<file path="config.mk">
export PLATFORM = sky130hd
export DESIGN_NAME = mempipe_arb
export DESIGN_NICKNAME = d
export VERILOG_FILES = /design/src/rtl/mempipe_arb.sv
export SDC_FILE = /design/constraint.sdc
export NUM_CORES = 1
export LEC_CHECK = 0
export CORE_MARGIN = 4
export CORE_UTILIZATION = 43
export CTS_BUF_LIST = sky130_fd_sc_hd__clkbuf_2
export DETAILED_ROUTE_END_ITERATION = 8
export GPL_TIMING_DRIVEN = 0
export PLACE_DENSITY = 0.89
export SETUP_SLACK_MARGIN = 0.4
export SYNTH_ARGS = -nofsm -noshare
export SYNTH_HDL_FRONTEND = slang
export SYNTH_SLANG_ARGS = --single-unit
</file>
<file path="constraint.sdc">
create_clock -name clk -period 3.6 [get_ports clk]
set_input_delay 0.36 -clock clk [delete_from_list [all_inputs] [get_ports clk]]
set_output_delay 0.36 -clock clk [all_outputs]
set_load 0.02 [all_outputs]
</file>
<file path="src/rtl/mempipe_arb.sv">
// mm0 issue-slot arbiter: round-robin with starvation escalation, registered mm1 stage.
// Optional per-requester grant counters enabled by defining MEMPIPE_ARB_PERF_EN.

package mempipe_arb_pkg;
  typedef struct packed {
    logic [31:0] addr;
    logic [3:0]  op;
    logic [5:0]  tag;
  } t_mempipe_arb;
endpackage

module mempipe_arb
  import mempipe_arb_pkg::*;
#(
  parameter  int NREQ          = 3,
  parameter  int STARVE_THRESH = 15,
  localparam int CNT_W         = $clog2(STARVE_THRESH + 1),
  localparam int IDX_W         = (NREQ > 1) ? $clog2(NREQ) : 1
) (
  input  logic                       clk,
  input  logic                       reset,
  input  logic                       nuke_valid_rb1,
  input  logic [NREQ-1:0]            req_mm0,
  input  t_mempipe_arb [NREQ-1:0]    req_pkt_mm0,
  output logic [NREQ-1:0]            gnt_mm0,
  input  logic                       stall_mm1,
  output logic                       pipe_valid_mm1,
  output t_mempipe_arb               pipe_pkt_mm1,
  output logic [NREQ-1:0]            starving,
  output logic [NREQ-1:0][31:0]      perf_gnt_cnt
);

  logic                 can_accept_s;
  logic [NREQ-1:0]      starve_req_s;
  logic [NREQ-1:0]      gnt_s;
  logic [IDX_W-1:0]     win_idx_s;
  logic                 found_s;
  t_mempipe_arb         win_pkt_s;
  logic [IDX_W-1:0]     rr_ptr_r;
  logic [CNT_W-1:0]     cnt_r [NREQ];

  assign can_accept_s = !stall_mm1 || !pipe_valid_mm1;
  assign starve_req_s = req_mm0 & starving;
  assign win_pkt_s    = req_pkt_mm0[win_idx_s];
  assign gnt_mm0      = gnt_s;

  // Winner selection: starving requesters first (lowest index), else round-robin after rr_ptr.
  always_comb begin
    int j;
    gnt_s     = '0;
    win_idx_s = '0;
    found_s   = 1'b0;
    j         = 0;
    if (reset && can_accept_s) begin
      if (|starve_req_s) begin
        // Descending scan so the lowest starving index is the last one written.
        for (int i = NREQ - 1; i >= 0; i--) begin
          win_idx_s = starve_req_s[i] ? IDX_W'(i) : win_idx_s;
        end
        found_s = 1'b1;
      end else begin
        // Farthest candidate first so the nearest requester after rr_ptr overrides it.
        for (int d = NREQ; d >= 1; d--) begin
          j = int'(rr_ptr_r) + d;
          j = (j >= NREQ) ? (j - NREQ) : j;
          win_idx_s = req_mm0[IDX_W'(j)] ? IDX_W'(j) : win_idx_s;
        end
        found_s = |req_mm0;
      end
      gnt_s = found_s ? (NREQ'(1) << win_idx_s) : '0;
    end else begin
      gnt_s     = '0;
      win_idx_s = '0;
      found_s   = 1'b0;
    end
  end

  // Round-robin pointer follows every grant, starvation grants included.
  always_ff @(posedge clk) begin
    if (!reset) begin
      rr_ptr_r <= IDX_W'(NREQ - 1);
    end else if (found_s) begin
      rr_ptr_r <= win_idx_s;
    end else begin
      rr_ptr_r <= rr_ptr_r;
    end
  end

  // mm1 stage register; a nuke kills the valid bit even when a grant lands the same cycle.
  always_ff @(posedge clk) begin
    if (!reset) begin
      pipe_valid_mm1 <= 1'b0;
      pipe_pkt_mm1   <= '0;
    end else begin
      if (nuke_valid_rb1) begin
        pipe_valid_mm1 <= 1'b0;
      end else if (found_s) begin
        pipe_valid_mm1 <= 1'b1;
      end else if (can_accept_s) begin
        pipe_valid_mm1 <= 1'b0;
      end else begin
        pipe_valid_mm1 <= pipe_valid_mm1;
      end
      if (found_s) begin
        pipe_pkt_mm1 <= win_pkt_s;
      end else begin
        pipe_pkt_mm1 <= pipe_pkt_mm1;
      end
    end
  end

  // Lost-cycle counters and starving flags; stalled cycles are not counted as losses.
  always_ff @(posedge clk) begin
    if (!reset) begin
      for (int i = 0; i < NREQ; i++) begin
        cnt_r[i] <= '0;
      end
      starving <= '0;
    end else begin
      for (int i = 0; i < NREQ; i++) begin
        if (gnt_s[i] || !req_mm0[i]) begin
          cnt_r[i] <= '0;
        end else if (can_accept_s && (cnt_r[i] != CNT_W'(STARVE_THRESH))) begin
          cnt_r[i] <= cnt_r[i] + CNT_W'(1);
        end else begin
          cnt_r[i] <= cnt_r[i];
        end
        starving[i] <= (cnt_r[i] == CNT_W'(STARVE_THRESH)) && req_mm0[i] && !gnt_s[i];
      end
    end
  end

`ifdef MEMPIPE_ARB_PERF_EN
  logic [NREQ-1:0][31:0] perf_r;

  // Free-running grant counters; nuked grants still count.
  always_ff @(posedge clk) begin
    if (!reset) begin
      perf_r <= '0;
    end else begin
      for (int i = 0; i < NREQ; i++) begin
        perf_r[i] <= gnt_s[i] ? (perf_r[i] + 32'd1) : perf_r[i];
      end
    end
  end

  assign perf_gnt_cnt = perf_r;
`else
  assign perf_gnt_cnt = '0;
`endif

endmodule

</file>
# Yosys cells after proc, flatten, opt, wreduce, memory -nomap -nowiden
# Memory sizes are Yosys's and may differ from the RTL's.
# Index checks and enable logic that the tools add are counted.
# Widths: inputs -> output; s select.
word_totals:
  register_bits: 48
  latch_bits: 0
  ram_bits: 12
  romBits: 0
  input_bits: 133
  out_inout_bits: 145
  wordCells: 140
  memories: 1
mem_list:
  columns: ["memory", "depth", "width", "rd", "rd_clocked_by_memory_dff", "write_ports", "line", "text"]
  rows:
  - ["cnt_r", 3, 4, 3, 0, 3, "40", "logic [CNT_W-1:0] cnt_r [NREQ];"]
classes:
  add_sub_neg: 9
  n_mul: 0
  div: 0
  order_cmp: 7
  n_eq_ne: 6
  shift: 1
  muxes: 73
  bitwise: 11
  reduce_logical: 26
ops:
  columns: ["operator", "count"]
  rows:
  - ["$bmux 42 s2", 1]
  - ["$mux 1", 45]
  - ["$mux 42", 1]
  - ["$mux 4", 9]
  - ["$mux 2", 12]
  - ["$add 4x1->4 const B", 3]
  - ["$eq 4x4->1 const B", 3]
  - ["$lt 2x4->1 const B", 3]
  - ["$ne 4x4->1 const B", 3]
  - ["$logic_and 1x1->1", 10]
  - ["$ge 3x2->1 const B", 3]
  - ["$or 1x1->1", 9]
  - ["$logic_not 1->1", 8]
  - ["$add 2x2->3 const B", 2]
  - ["$bmux 1 s2", 3]
  - ["$mux 3", 2]
  - ["$reduce_or 3->1", 2]
  - ["$sub 2x2->2 const B", 3]
  - ["$logic_or 1x1->1", 4]
  - ["$add 2x1->3 const B", 1]
  - ["$and 3x3->3", 1]
  - ["$lt 2x3->1 const B", 1]
  - ["$shl 1x2->3 const A", 1]
  - ["$reduce_bool 2->1", 1]
  - ["2 further kinds", 2]

# Logic depth before layout (Yosys ltp)
depth:
  depth_word: 21
  depth_mapped: 9
  ltp_nobuf: 7

# Worst setup path before layout
# Ideal clock, no wire load.
synth_timing:
  kind: "reg2reg"
  from: "register rr_ptr_r[0]"
  to: "memory cnt_r[1][0] (netlist bit) (enable)"
  setup_time_ns: 0.289
  arrival_ns: 1.919
  required_ns: 3.311
  path_slack_ns: 1.392
  path_stages_with_launch: 10
  path_buffers: 2
  period_less_slack_ns: 2.208
  cell_sequence: "dfxtp_1 -> inv_1 -> ha_1 -> o21bai_1 -> a221o_1 -> o21a_1 -> buf_6 -> buf_6 -> o21ai_0 -> nand3_1"
synth_lines:
  columns: ["element", "line", "text"]
  rows:
  - ["from (decl)", "39", "logic [IDX_W-1:0] rr_ptr_r;"]
  - ["from (signal assigned)", "81", "rr_ptr_r <= IDX_W'(NREQ - 1);"]
  - ["from (signal assigned)", "83", "rr_ptr_r <= win_idx_s;"]
  - ["from (signal assigned)", "85", "rr_ptr_r <= rr_ptr_r;"]
  - ["to (decl)", "40", null]

# Worst setup path after layout
layout_timing:
  from: "register rr_ptr_r[0]"
  to: "output gnt_mm0[1]"
layout_via:
  elab_chain_cells: 14
  word_cells_on_any_way: 29
  cone_classes: "6 x add/sub; 3 x order compare; 1 x shift; 19 x mux"
layout_lines:
  columns: ["element", "line", "text"]
  rows:
  - ["$add 2x2->3", "64", "j = int'(rr_ptr_r) + d;"]
  - ["$ge 3x2->1 or $sub 2x2->2 (tied branches)", "65", "j = (j >= NREQ) ? (j - NREQ) : j;"]
  - ["$mux 2", "65", null]
  - ["$bmux 1 s2", "66", "win_idx_s = req_mm0[IDX_W'(j)] ? IDX_W'(j) : win_idx_s;"]
  - ["$mux 1 (not written as such) (2 in series)", "66", null]
  - ["$mux 2 (2 in series)", "66", null]
  - ["$mux 2 *", "66", null]
  - ["$mux 2 *", "55", "if (|starve_req_s) begin"]
  - ["$mux 2 *", "54", "if (reset && can_accept_s) begin"]
  - ["$shl 1x2->3 *", "70", "gnt_s = found_s ? (NREQ'(1) << win_idx_s) : '0;"]
  - ["$mux 3 *", "70", null]
  - ["$mux 3 *", "54", null]
  - ["to (decl)", "25", "output logic [NREQ-1:0] gnt_mm0,"]
# Every way passes the cells marked *; elsewhere a longest branch is shown, timed or not. The select of a mux whose other input is x is not followed.

==> flow_metrics.env <==
export IMPL_htree_num_levels=3
export IMPL_cts_sinks=60
export IMPL_dp_hpwl_um=12800
export IMPL_synth_top_cell_area_share=0.1970
export IMPL_area_growth_pct=50.26
export IMPL_swShare=0.3886
export IMPL_insertion_delay_ns=0.52
export IMPL_drc=0
export IMPL_cp_slowest_cell="dfxtp_2"
export IMPL_yosysWarningCount=0
export IMPL_detail_route_wl_per_cell_um=16.59
export IMPL_ys_seq_area_frac=0.2709
export IMPL_critPathMaxStageDelay_ns=0.41
export IMPL_peakVddDrop_mv=0.2123
export IMPL_fillerInstances=922
export IMPL_first_pass_iters=5
export IMPL_path_class="reg -> out"
export IMPL_antenna_found_initial=0
export IMPL_fmax_ghz=0.3364
export IMPL_slew_headroom=0.6020
export IMPL_outcome="completed"
export IMPL_clkPwrFrac=0.195
export IMPL_final_cell_count_no_fill=996
export IMPL_grt_total_usage=0.2413
export IMPL_setup_violations_final=0
export IMPL_p_sw_w=0.0009010
export IMPL_place_inst=980
export IMPL_floorplan_initialDensity=0.4441
export IMPL_max_slew_worst_pin_slew_ns=0.5970
export IMPL_grt_pass1_vias=5058
export IMPL_hold_depth=3
export IMPL_hold_slack_ns=0.1158
export IMPL_synth_cell_types=47
export IMPL_grt_max_degree=13
export IMPL_power_frac_seq=0.346
export IMPL_syn_instance_count=566
export IMPL_arrival_ns=2.61
export IMPL_fin_tns_setup_ns=0
export IMPL_fin_skew_ns=0.04181
export IMPL_totalWireLength_um=16530
export IMPL_diodes=0
export IMPL_die_x_um=114.5
export IMPL_fin_nets=990
export IMPL_boundaryPins=278
export IMPL_avgSynthCellArea_sq_um=8.617
export IMPL_path_max_fanout=10
export IMPL_rsz0062_at_grt="true"
export IMPL_slew_viol_final=0
export IMPL_cts_root_buf="clkbuf_2"
export IMPL_core_area_sq_um=10980
export IMPL_cts_buffers=9
export IMPL_vias_per_cell=5.139
export IMPL_clk_pin_slew_ns=0.22
export IMPL_hold_class="in -> reg"
export IMPL_ys_seq_elements=60
export IMPL_port_buffers=179
export IMPL_holdBufCountCts=0
export IMPL_fp_dieH_um=114.5
export IMPL_period_needed_ns=2.973
export IMPL_timing_reg2reg_worst_path_depth=8
export IMPL_power_frac_comb=0.459
export IMPL_dieArea_sq_um=13110
export IMPL_place_gp_congestion=0.8589
export IMPL_grt_pass1_wl_um=25390
export IMPL_drt_iter0_markers=436
export IMPL_cp_required_ns=3.24
export IMPL_ant_nets=0
export IMPL_crit_chain="inv_1 -> ha_1 -> o21bai_1 -> a221o_1 -> o21ai_4 -> buf_6 -> nor2_1 -> dlygate4sd2_1"
export IMPL_vias=5118
export IMPL_yosys_top_cells_area="dfxtp_1 20%, buf_4 15%, nand2b_1 9.7%, a211oi_1 9.2%, edfxtp_1 7.4%"
export IMPL_cts_tree="built"
export IMPL_period_share=0.8257
export IMPL_cts_path_max_buffers=2
export IMPL_power_density_nw_per_um2=316.4
export IMPL_synthesis_area_sq_um=4877
export IMPL_p_leak_nw=3.050
export IMPL_p_int_w=0.001417
export IMPL_synth_top_cell_by_area="dfxtp_1"
export IMPL_max_cap_violations=0
export IMPL_cp_start_kind="flip-flop"
export IMPL_hold_violations=0
export IMPL_grt_overflow=0
export IMPL_num_rows=38
export IMPL_drive_above_1_share=0.1951
export IMPL_critical_path_endpoint_type="primary output"
-- critical path, delay by kind of cell, from the launching register on --
kind | cells | cell delay, ns
AO/OA/AOI/OAI | 3 | 0.67
buffers and inverters | 3 | 0.60
flip-flops | 1 | 0.41
AND/OR/NAND/NOR | 1 | 0.07
adder cells (fa/ha/maj) | 1 | 0.35
-- power groups by stage --
stage	clock (W)	combinational (W)	sequential, W
4_1_cts	0.000458	0.00105	0.000800
3_3_place_gp	0	0.00104	0.000812
3_5_place_dp	0	0.00105	0.000814
6_report	0.000453	0.00106	0.000801
5_1_grt	0.000489	0.00114	0.000809
2_1_floorplan	0	0.000576	0.000884
-- logic make-up after synthesis --
kind of cell             synth area share
AO/OA/AOI/OAI                      0.2876
multiplexers                      0.01231
other                           0.0007689
XOR/XNOR                          0.01078
AND/OR/NAND/NOR                    0.1904
buffers and inverters              0.2119
adder cells (fa/ha/maj)           0.01539
flip-flops                         0.2709
-- state kept, by name, indices dropped and copies added (netlist names) --
signal and flops:
cnt_r 12, pipe_valid_mm1 1, rr_ptr_r 2, starving 3, pipe_pkt_mm1 42
-- worst paths after layout --
kind,startpoint,endpoint,slack [ns]
worst min register to register,rr_ptr_r[0]$_SDFFE_PN0P_,rr_ptr_r[0]$_SDFFE_PN0P_,0.52
worst max register to register,rr_ptr_r[0]$_SDFFE_PN0P_,cnt_r[0][2]$_SDFFCE_PN0P_,1.14
worst min-delay path,req_mm0[1],starving[1]$_SDFF_PN0_,0.12
worst max-delay path,rr_ptr_r[0]$_SDFFE_PN0P_,gnt_mm0[1],0.63
-- layout make-up --
| cell class | instances | area, sq um | share of cell area |
|---|---|---|---|
| inverters | 6 | 22.52 | 0.003073 |
| flip-flops and latches | 60 | 1323 | 0.1805 |
| clock inverters | 7 | 73.82 | 0.01007 |
| plain buffers | 150 | 1022 | 0.1395 |
| repair buffers | 179 | 1780 | 0.2430 |
| clock buffers | 9 | 45.04 | 0.006146 |
| multi-input cells | 445 | 2887 | 0.3939 |
| well taps | 140 | 175.2 | 0.02390 |
-- cell usage after synthesis (all sizes together) --
cell type / instances
a21boi: 1
nor2: 14
dfxtp: 48
a2bb2oi: 1
nor4: 37
a221o: 1
nor3: 2
a31oi: 1
and4: 5
o31ai: 37
ha: 6
mux2i: 6
o211ai: 38
nand2b: 76
a21o: 2
nand2: 7
a22oi: 6
xor2: 3
conb: 1
a31o: 1
o2111a: 1
inv: 6
and2: 2
clkbuf: 19
nor2b: 1
o21a: 3
edfxtp: 12
nand4: 1
buf: 131
xnor2: 3
o21bai: 1
o21ai: 7
and3: 1
a211oi: 74
o2111ai: 2
a21oi: 1
and4b: 1
nand3: 7
-- repair_timing --
action                     CTS  global route
resized for setup            6             7
setup endpoints to repair    3             3
setup buffers                0             0
-- placed cells by master (no fill, tap or decap), types with 2 or more instances in the layout --
cell type	count
edfxtp_1	12
mux2i_1	6
a211oi_2	14
clkbuf_1	19
buf_1	3
o31ai_1	37
clkdlybuf4s50_1	176
buf_4	101
o21ai_0	6
a211oi_1	60
nor4_1	37
nand2b_1	76
nor2_1	13
a22oi_1	6
clkbuf_2	11
xnor2_1	3
o211ai_1	38
nand2_1	7
and4_1	5
xor2_1	3
buf_6	7
ha_1	6
and2_1	2
a21o_1	2
dfxtp_1	47
conb_1	96
o21a_1	3
inv_6	2
buf_2	19
clkinvlp_4	2
inv_1	6
nand3_1	6
-- per-layer routing --
metal  GRT usage  wire length [um]
met5           0                 0
met4     0.06730               306
met3     0.07188              1771
met2      0.4183              8136
met1      0.2886              6312
-- stage by stage --
step,area [sq um],util,total power [W],setup slack (ns)
final,7328,0.6672,0.002318,0.6273
after floorplan,5234,-,0.001460,1.392
after global placement,7201,0.6556,0.001853,0.4294
after global routing,7328,0.6672,0.002442,0.3824
after detailed placement,7201,0.6556,0.001862,0.4086
after CTS,7322,0.6667,0.002312,0.3792
No activity file was read; power rests on OpenSTA's default activity.
